<file path="config.mk">
export PLATFORM = sky130hd
export DESIGN_NAME = cache_controller_flat
export DESIGN_NICKNAME = d
export VERILOG_FILES = /design/src/rtl/cache_controller_pkg.sv /design/src/rtl/cache_controller_if.sv /design/src/rtl/cache_controller_sram_wait_counter.sv /design/src/rtl/cache_controller.sv /design/src/flat_wrapper.sv
export SDC_FILE = /design/constraint.sdc
export NUM_CORES = 1
export LEC_CHECK = 0
export BUFFER_PORTS_ARGS = -buffer_cell sky130_fd_sc_hd__buf_2
export CORE_AREA = 2 2 118 120
export DETAILED_ROUTE_END_ITERATION = 8
export DIE_AREA = 0 0 120 122
export PLACE_DENSITY_LB_ADDON = 0.15
export SYNTH_ARGS = -nofsm -noshare
export SYNTH_HDL_FRONTEND = slang
export SYNTH_SLANG_ARGS = --single-unit
</file>
<file path="constraint.sdc">
create_clock -name clk -period 2 [get_ports clk]
set_input_delay 0 -clock clk [delete_from_list [all_inputs] [get_ports clk]]
set_output_delay 0 -clock clk [all_outputs]
set_load 0.05 [all_outputs]
</file>
<file path="src/rtl/cache_controller_pkg.sv">
// Shared types and constants for the MEM-stage cache controller.
// Build option: define CACHE_EN to enable the data cache path.
package cache_controller_pkg;

  localparam int CACHE_ADDR_W = 17;
  localparam int LINE_W       = 64;
  localparam int WORD_W       = 32;
  localparam int CNT_W        = 3;

  localparam logic [31:0] DATA_MEM_BASE = 32'd1024;

  typedef enum logic [2:0] {
    ST_IDLE  = 3'd0,
    ST_RD_LO = 3'd1,
    ST_RD_HI = 3'd2,
    ST_FILL  = 3'd3,
    ST_WR    = 3'd4
  } state_t;

  function automatic logic [CACHE_ADDR_W-1:0] word_addr(
    input logic [31:0] a
  );
    return CACHE_ADDR_W'((a - DATA_MEM_BASE) >> 2);
  endfunction

endpackage

</file>
<file path="src/rtl/cache_controller_if.sv">
// MEM-stage request bus between the pipeline and the cache controller.
// master = pipeline side, slave = controller side.
interface cache_controller_if;

  logic        mem_r_en;
  logic        mem_w_en;
  logic [31:0] mem_addr;
  logic [31:0] mem_wdata;
  logic [31:0] mem_rdata;
  logic        ready;

  modport master (
    output mem_r_en, mem_w_en, mem_addr, mem_wdata,
    input  mem_rdata, ready
  );

  modport slave (
    input  mem_r_en, mem_w_en, mem_addr, mem_wdata,
    output mem_rdata, ready
  );

endinterface

</file>
<file path="src/rtl/cache_controller_sram_wait_counter.sv">
// Per-state SRAM access timer; last flags the final hold cycle.
// clear wins over enable so a new phase always starts at zero.
module sram_wait_counter
  import cache_controller_pkg::*;
#(
  parameter int SRAM_WAIT = 5
) (
  input  logic clk,
  input  logic rst,
  input  logic clear,
  input  logic enable,
  output logic last
);

  logic [CNT_W-1:0] wait_cnt;

  always_ff @(posedge clk) begin
    if (rst || clear)
      wait_cnt <= '0;
    else if (enable)
      wait_cnt <= wait_cnt + 1'b1;
  end

  assign last = (wait_cnt == CNT_W'(SRAM_WAIT - 1));

endmodule

</file>
<file path="src/rtl/cache_controller.sv">
// MEM-stage initiator: cache lookup, two-word line fill, write-through.
// Build option: CACHE_EN enables the cache; otherwise loads go to SRAM.
module cache_controller
  import cache_controller_pkg::*;
#(
  parameter int SRAM_WAIT = 5
) (
  input  logic                    clk,
  input  logic                    rst,
  cache_controller_if.slave       bus,
  output logic [CACHE_ADDR_W-1:0] cache_address,
  output logic [LINE_W-1:0]       cache_wdata,
  output logic                    cache_read_en,
  output logic                    cache_write_en,
  output logic                    cache_is_str,
  input  logic [WORD_W-1:0]       cache_rdata,
  input  logic                    cache_hit,
  output logic                    sram_en,
  output logic                    sram_we,
  output logic [CACHE_ADDR_W-1:0] sram_addr,
  output logic [WORD_W-1:0]       sram_wdata,
  input  logic [WORD_W-1:0]       sram_rdata
);

  state_t state, nxt;

  logic [CACHE_ADDR_W-1:0] addr_q;
  logic [WORD_W-1:0]       data_q;
  logic [WORD_W-1:0]       lo_q;
  logic [WORD_W-1:0]       hi_q;

  logic latch, lo_ld, hi_ld;
  logic last, in_sram, cnt_clr;

  assign cache_address = word_addr(bus.mem_addr);
  assign cache_wdata   = {hi_q, lo_q};

  assign in_sram = (state == ST_RD_LO) ||
                   (state == ST_RD_HI) ||
                   (state == ST_WR);
  assign cnt_clr = (state == ST_IDLE) || last;

  sram_wait_counter #(
    .SRAM_WAIT (SRAM_WAIT)
  ) u_wait (
    .clk    (clk),
    .rst    (rst),
    .clear  (cnt_clr),
    .enable (in_sram),
    .last   (last)
  );

`ifndef CACHE_EN
  logic unused_cache;
  assign unused_cache = ^{cache_rdata, cache_hit};
`endif

  always_ff @(posedge clk) begin
    if (rst) begin
      state  <= ST_IDLE;
      addr_q <= '0;
      data_q <= '0;
      lo_q   <= '0;
      hi_q   <= '0;
    end else begin
      state <= nxt;
      if (latch) begin
        addr_q <= cache_address;
        data_q <= bus.mem_wdata;
      end
      if (lo_ld) lo_q <= sram_rdata;
      if (hi_ld) hi_q <= sram_rdata;
    end
  end

  always_comb begin
    nxt            = state;
    bus.ready      = 1'b0;
    bus.mem_rdata  = '0;
    cache_read_en  = 1'b0;
    cache_write_en = 1'b0;
    cache_is_str   = 1'b0;
    sram_en        = 1'b0;
    sram_we        = 1'b0;
    sram_addr      = '0;
    sram_wdata     = '0;
    latch          = 1'b0;
    lo_ld          = 1'b0;
    hi_ld          = 1'b0;

    unique case (state)
      ST_IDLE: begin
        bus.ready = 1'b1;
        if (bus.mem_w_en) begin
`ifdef CACHE_EN
          cache_is_str = 1'b1;
`endif
          bus.ready = 1'b0;
          latch     = 1'b1;
          nxt       = ST_WR;
        end else if (bus.mem_r_en) begin
`ifdef CACHE_EN
          if (cache_hit) begin
            cache_read_en = 1'b1;
            bus.mem_rdata = cache_rdata;
          end else begin
            bus.ready = 1'b0;
            latch     = 1'b1;
            nxt       = ST_RD_LO;
          end
`else
          bus.ready = 1'b0;
          latch     = 1'b1;
          nxt       = ST_RD_LO;
`endif
        end
      end

      ST_RD_LO: begin
        sram_en = 1'b1;
`ifdef CACHE_EN
        sram_addr = {addr_q[CACHE_ADDR_W-1:1], 1'b0};
        if (last) begin
          lo_ld = 1'b1;
          nxt   = ST_RD_HI;
        end
`else
        sram_addr = addr_q;
        if (last) begin
          bus.ready     = 1'b1;
          bus.mem_rdata = sram_rdata;
          nxt           = ST_IDLE;
        end
`endif
      end

      ST_RD_HI: begin
`ifdef CACHE_EN
        sram_en   = 1'b1;
        sram_addr = {addr_q[CACHE_ADDR_W-1:1], 1'b1};
        if (last) begin
          hi_ld = 1'b1;
          nxt   = ST_FILL;
        end
`else
        nxt = ST_IDLE;
`endif
      end

      ST_FILL: begin
`ifdef CACHE_EN
        cache_write_en = 1'b1;
        bus.ready      = 1'b1;
        bus.mem_rdata  = addr_q[0] ? hi_q : lo_q;
`endif
        nxt = ST_IDLE;
      end

      ST_WR: begin
        sram_en    = 1'b1;
        sram_we    = 1'b1;
        sram_addr  = addr_q;
        sram_wdata = data_q;
        if (last) begin
          bus.ready = 1'b1;
          nxt       = ST_IDLE;
        end
      end

      default: nxt = ST_IDLE;
    endcase

    // Reset wins combinationally too: a half-done fill never reaches the cache.
    if (rst) begin
      bus.ready      = 1'b1;
      bus.mem_rdata  = '0;
      cache_read_en  = 1'b0;
      cache_write_en = 1'b0;
      cache_is_str   = 1'b0;
      sram_en        = 1'b0;
      sram_we        = 1'b0;
      sram_addr      = '0;
      sram_wdata     = '0;
    end
  end

endmodule

</file>
<file path="src/flat_wrapper.sv">
// flat-port wrapper written by rule: the top's interface ports become plain ports
module cache_controller_flat import cache_controller_pkg::*;
#(
  parameter int SRAM_WAIT = 5
)
  (clk, rst, cache_address, cache_wdata, cache_read_en, cache_write_en, cache_is_str, cache_rdata, cache_hit, sram_en, sram_we, sram_addr, sram_wdata, sram_rdata, bus_mem_r_en, bus_mem_w_en, bus_mem_addr, bus_mem_wdata, bus_mem_rdata, bus_ready);
  cache_controller_if bus_i ();
  input  logic clk;
  input  logic rst;
  output logic [CACHE_ADDR_W-1:0] cache_address;
  output logic [LINE_W-1:0] cache_wdata;
  output logic cache_read_en;
  output logic cache_write_en;
  output logic cache_is_str;
  input  logic [WORD_W-1:0] cache_rdata;
  input  logic cache_hit;
  output logic sram_en;
  output logic sram_we;
  output logic [CACHE_ADDR_W-1:0] sram_addr;
  output logic [WORD_W-1:0] sram_wdata;
  input  logic [WORD_W-1:0] sram_rdata;
  input wire logic [$bits(bus_i.mem_r_en)-1:0] bus_mem_r_en;
  input wire logic [$bits(bus_i.mem_w_en)-1:0] bus_mem_w_en;
  input wire logic [$bits(bus_i.mem_addr)-1:0] bus_mem_addr;
  input wire logic [$bits(bus_i.mem_wdata)-1:0] bus_mem_wdata;
  output wire logic [$bits(bus_i.mem_rdata)-1:0] bus_mem_rdata;
  output wire logic [$bits(bus_i.ready)-1:0] bus_ready;
  assign bus_i.mem_r_en = bus_mem_r_en;
  assign bus_i.mem_w_en = bus_mem_w_en;
  assign bus_i.mem_addr = bus_mem_addr;
  assign bus_i.mem_wdata = bus_mem_wdata;
  assign bus_mem_rdata = bus_i.mem_rdata;
  assign bus_ready = bus_i.ready;
  cache_controller #(.SRAM_WAIT(SRAM_WAIT)) u_core (.clk(clk), .rst(rst), .bus(bus_i), .cache_address(cache_address), .cache_wdata(cache_wdata), .cache_read_en(cache_read_en), .cache_write_en(cache_write_en), .cache_is_str(cache_is_str), .cache_rdata(cache_rdata), .cache_hit(cache_hit), .sram_en(sram_en), .sram_we(sram_we), .sram_addr(sram_addr), .sram_wdata(sram_wdata), .sram_rdata(sram_rdata));
endmodule
</file>
==> impl_results.md <==
- Number of global-route vias before repair: approximately 3100
- CTS sink cnt: 54
- VDD IR-drop max: ~0.44 mV
- Fraction of layout cells with a size suffix above 1: roughly a third
- Most frequent cells in the layout: 170 x buf_2, 85 x nand2_1, 72 x and2_1, 67 x conb_1, 53 x dfxtp_1
- Synth cell types: 40
- Crit share post-route: 94.6%
- Critical path origin: u_core.state[2]
- Syn. warnings: 0
- Total GRT Usage: 13.8%
- Initial antenna violation count: 2
- RD Place Congestion: 0.715
- Setup violations, final: 0
- TritonCTS clock tree: yes
- Buffers on Ports: 185
- R2R setup slack: ~270 ps
- Worst-path fanout max: 8
- Final number of hold-violating endpoints: 0
- RSZ-0062 raised after global routing: false
- CTS root buffer: clkbuf_16
- Die area: 14600 µm²
- Max transition margin: roughly 55%
- Via density: approximately 4.1
- Largest net degree at the start of global routing: 53
- FF-to-FF End: u_core.addr_q[10]
- DRC: 0
- Finished Cell Area: around 4800 µm²
- Most used DFF post-synth: dfxtp_1
- Core Region: approximately 14000 µm²
- Via count: 3386
- Area contributors post-synth: dfxtp_1 33%, buf_4 17%, and2_1 15%
- Initial DRC count: 90
- H-tree levels: 2
- Slew Viols, Final: 0
- P per Cell Area: 790 nW/µm²
- Drt first pass iters: 4
- Die Y: 122 µm
- Reg2reg start: u_core.state[2]
- Most common cell after layout, fill and taps aside: buf_2
- Worst Skew: between 3 and 4 ps
- Drt total wl: ~11000 µm
- Fmax achieved: between 500 and 600 MHz
- Worst slew pin tran: 672 ps
- CTS Buffer Depth: 2
- Largest area contributor in the netlist: dfxtp_1
- Crit path time final: 1890 ps
- Average wire per standard cell: between 10 and 15 µm
- Hold Slack: 15.0 ps
- Startpoint types: flip-flop
- Mean Syn Cell Area: between 7 and 8 µm²
- Clock Latency Late Sink: 300 ps
- Routed Antenna Nets: 0
- Status: complete, no violations
- Die width: 120 µm
- Hold WC Path Type: in2reg
- Power Total: 3.80 mW
- Rows: between 40 and 50
- Initial Util: 24.5%
- Sequential area share after synthesis: around a third
- Critical path required time: 2000 ps
- Static Leak: around 2.5 nW
- Final net count: ~790
- Gr ovfl total: 0
- Layout area overhead: 45.3%
- CTS buffer count: 5
- Synth top area share: 32.7%
- Sum Neg Setup Slack: 0 ps
- Worst Path Arrival: around 1900 ps
- IO Count: 301
- Clock transition at path regs: about 70 ps
- Reg2reg path depth: 6
- Post-synth EDFFs: 0
- Setup crit end kind: primary output
- Pre-CTS WS: 189 ps
- Cell Area, Placed: ~4200 µm²
- Post-DP HPWL: 7950 µm
- Mapped Area: 3310 µm²
- Gate Count Post-Synth: 438
- Fillers: 1477
- Critical path class: reg2out
- Seq cells post-synth: 54
- Final worst setup slack: ~110 ps
- Ys async rst share: 0%
- Crit path to: bus_ready
- First-pass GRT wire length: approximately 16000 µm
- Max-cap violations: 0
==> per-layer routing <==
layer / track usage (%) / part of all wire [%] / vias up / wire length [µm]
li1: - / - / 1672 / -
met1: 14.1 / 38 / 1559 / 3960
met2: 26.8 / 53 / 147 / 5590
met3: 4.03 / 7.8 / 8 / 826
met4: 4.56 / 1.5 / 0 / 157
met5: 0 / 0 / - / 0
==> synthesized netlist by cell type, drive strengths merged, types with 2 or more instances <==
library cell  number
nand2             85
and2              81
buf               80
dfxtp             54
a21oi             46
clkbuf            20
nor2              10
inv                9
ha                 7
a211oi             5
a311oi             3
nor3               3
nor4               3
xnor2              3
a2111oi            2
and4               2
nand3              2
nor2b              2
o21a               2
o21ai              2
xor2               2
==> how the worst min path moves through the flow <==
stage                                  from           endpoint  slack (ps)  cells past startpoint
after global placement    bus_mem_wdata[25]  u_core.data_q[25]         240                      3
after floorplan            bus_mem_addr[10]   u_core.addr_q[8]         100                      1
final                          bus_mem_w_en    u_core.state[2]          10                      3
after detailed placement  bus_mem_wdata[25]  u_core.data_q[25]         250                      3
after global routing           bus_mem_w_en    u_core.state[2]          20                      3
after CTS                      bus_mem_w_en    u_core.state[2]           4                      3
==> what timing repair did <==
action,in CTS,in global routing
endpoints found under the setup margin,18,39
resized for setup,15,5
setup buffers,0,0
hold endpoints to repair,44,0
hold buffers,42,0
==> kinds of logic after synthesis <==
| group | after synthesis | synth area share, % |
|---|---|---|
| AOI/OAI and AO/OA | 64 | 11.4 |
| and+or+nand+nor | 197 | 30.7 |
| DFF | 54 | 32.7 |
| buffers and inverters | 109 | 20.9 |
| xor gates and xnor gates | 5 | 1.32 |
| other | 1 | 0.113 |
| muxes | 1 | 0.302 |
| adders and majority gates | 7 | 2.65 |
==> worst max-delay path: stages (launching register included) <==
cell and delay (ps):
dfxtp_1 330, inv_1 100, ha_2 280, or3b_1 380
a21oi_1 140, or2_1 100, buf_2 250
==> registers in the layout (all words and copies together), names as in the netlist <==
register	flops
u_core.state	2
u_core.addr_q	17
u_core.u_wait.wait_cnt	3
u_core.data_q	32
==> power breakdown <==
group	total [mW]	internal (mW)	switching (mW)	leakage, nW
Sequential	1.32	1.24	0.0750	0.446
Combinational	1.55	0.474	1.07	1.97
Clock	0.937	0.504	0.433	0.0735
==> cell type report <==
| type | count | area [µm²] | share of cell area [%] |
|---|---|---|---|
| sequential | 54 | 1080 | 22.5 |
| multi-input combinational | 341 | 1820 | 37.8 |
| timing repair buffer | 235 | 1490 | 30.9 |
| clock inverter | 2 | 16.3 | 0.338 |
| clock buffer | 6 | 139 | 2.89 |
| antenna | 2 | 5.00 | 0.104 |
| inverter | 9 | 33.8 | 0.702 |
| tap | 180 | 225 | 4.68 |
==> per-stage QoR <==
| step | cells | util (%) |
|---|---|---|
| global route | 829 | 35.6 |
| detailed placement | 777 | 30.9 |
| global placement | 777 | 30.9 |
| CTS | 827 | 35.5 |
| floorplan | 504 | - |
| finish | 829 | 35.6 |
(Power assumes the default switching activity.)
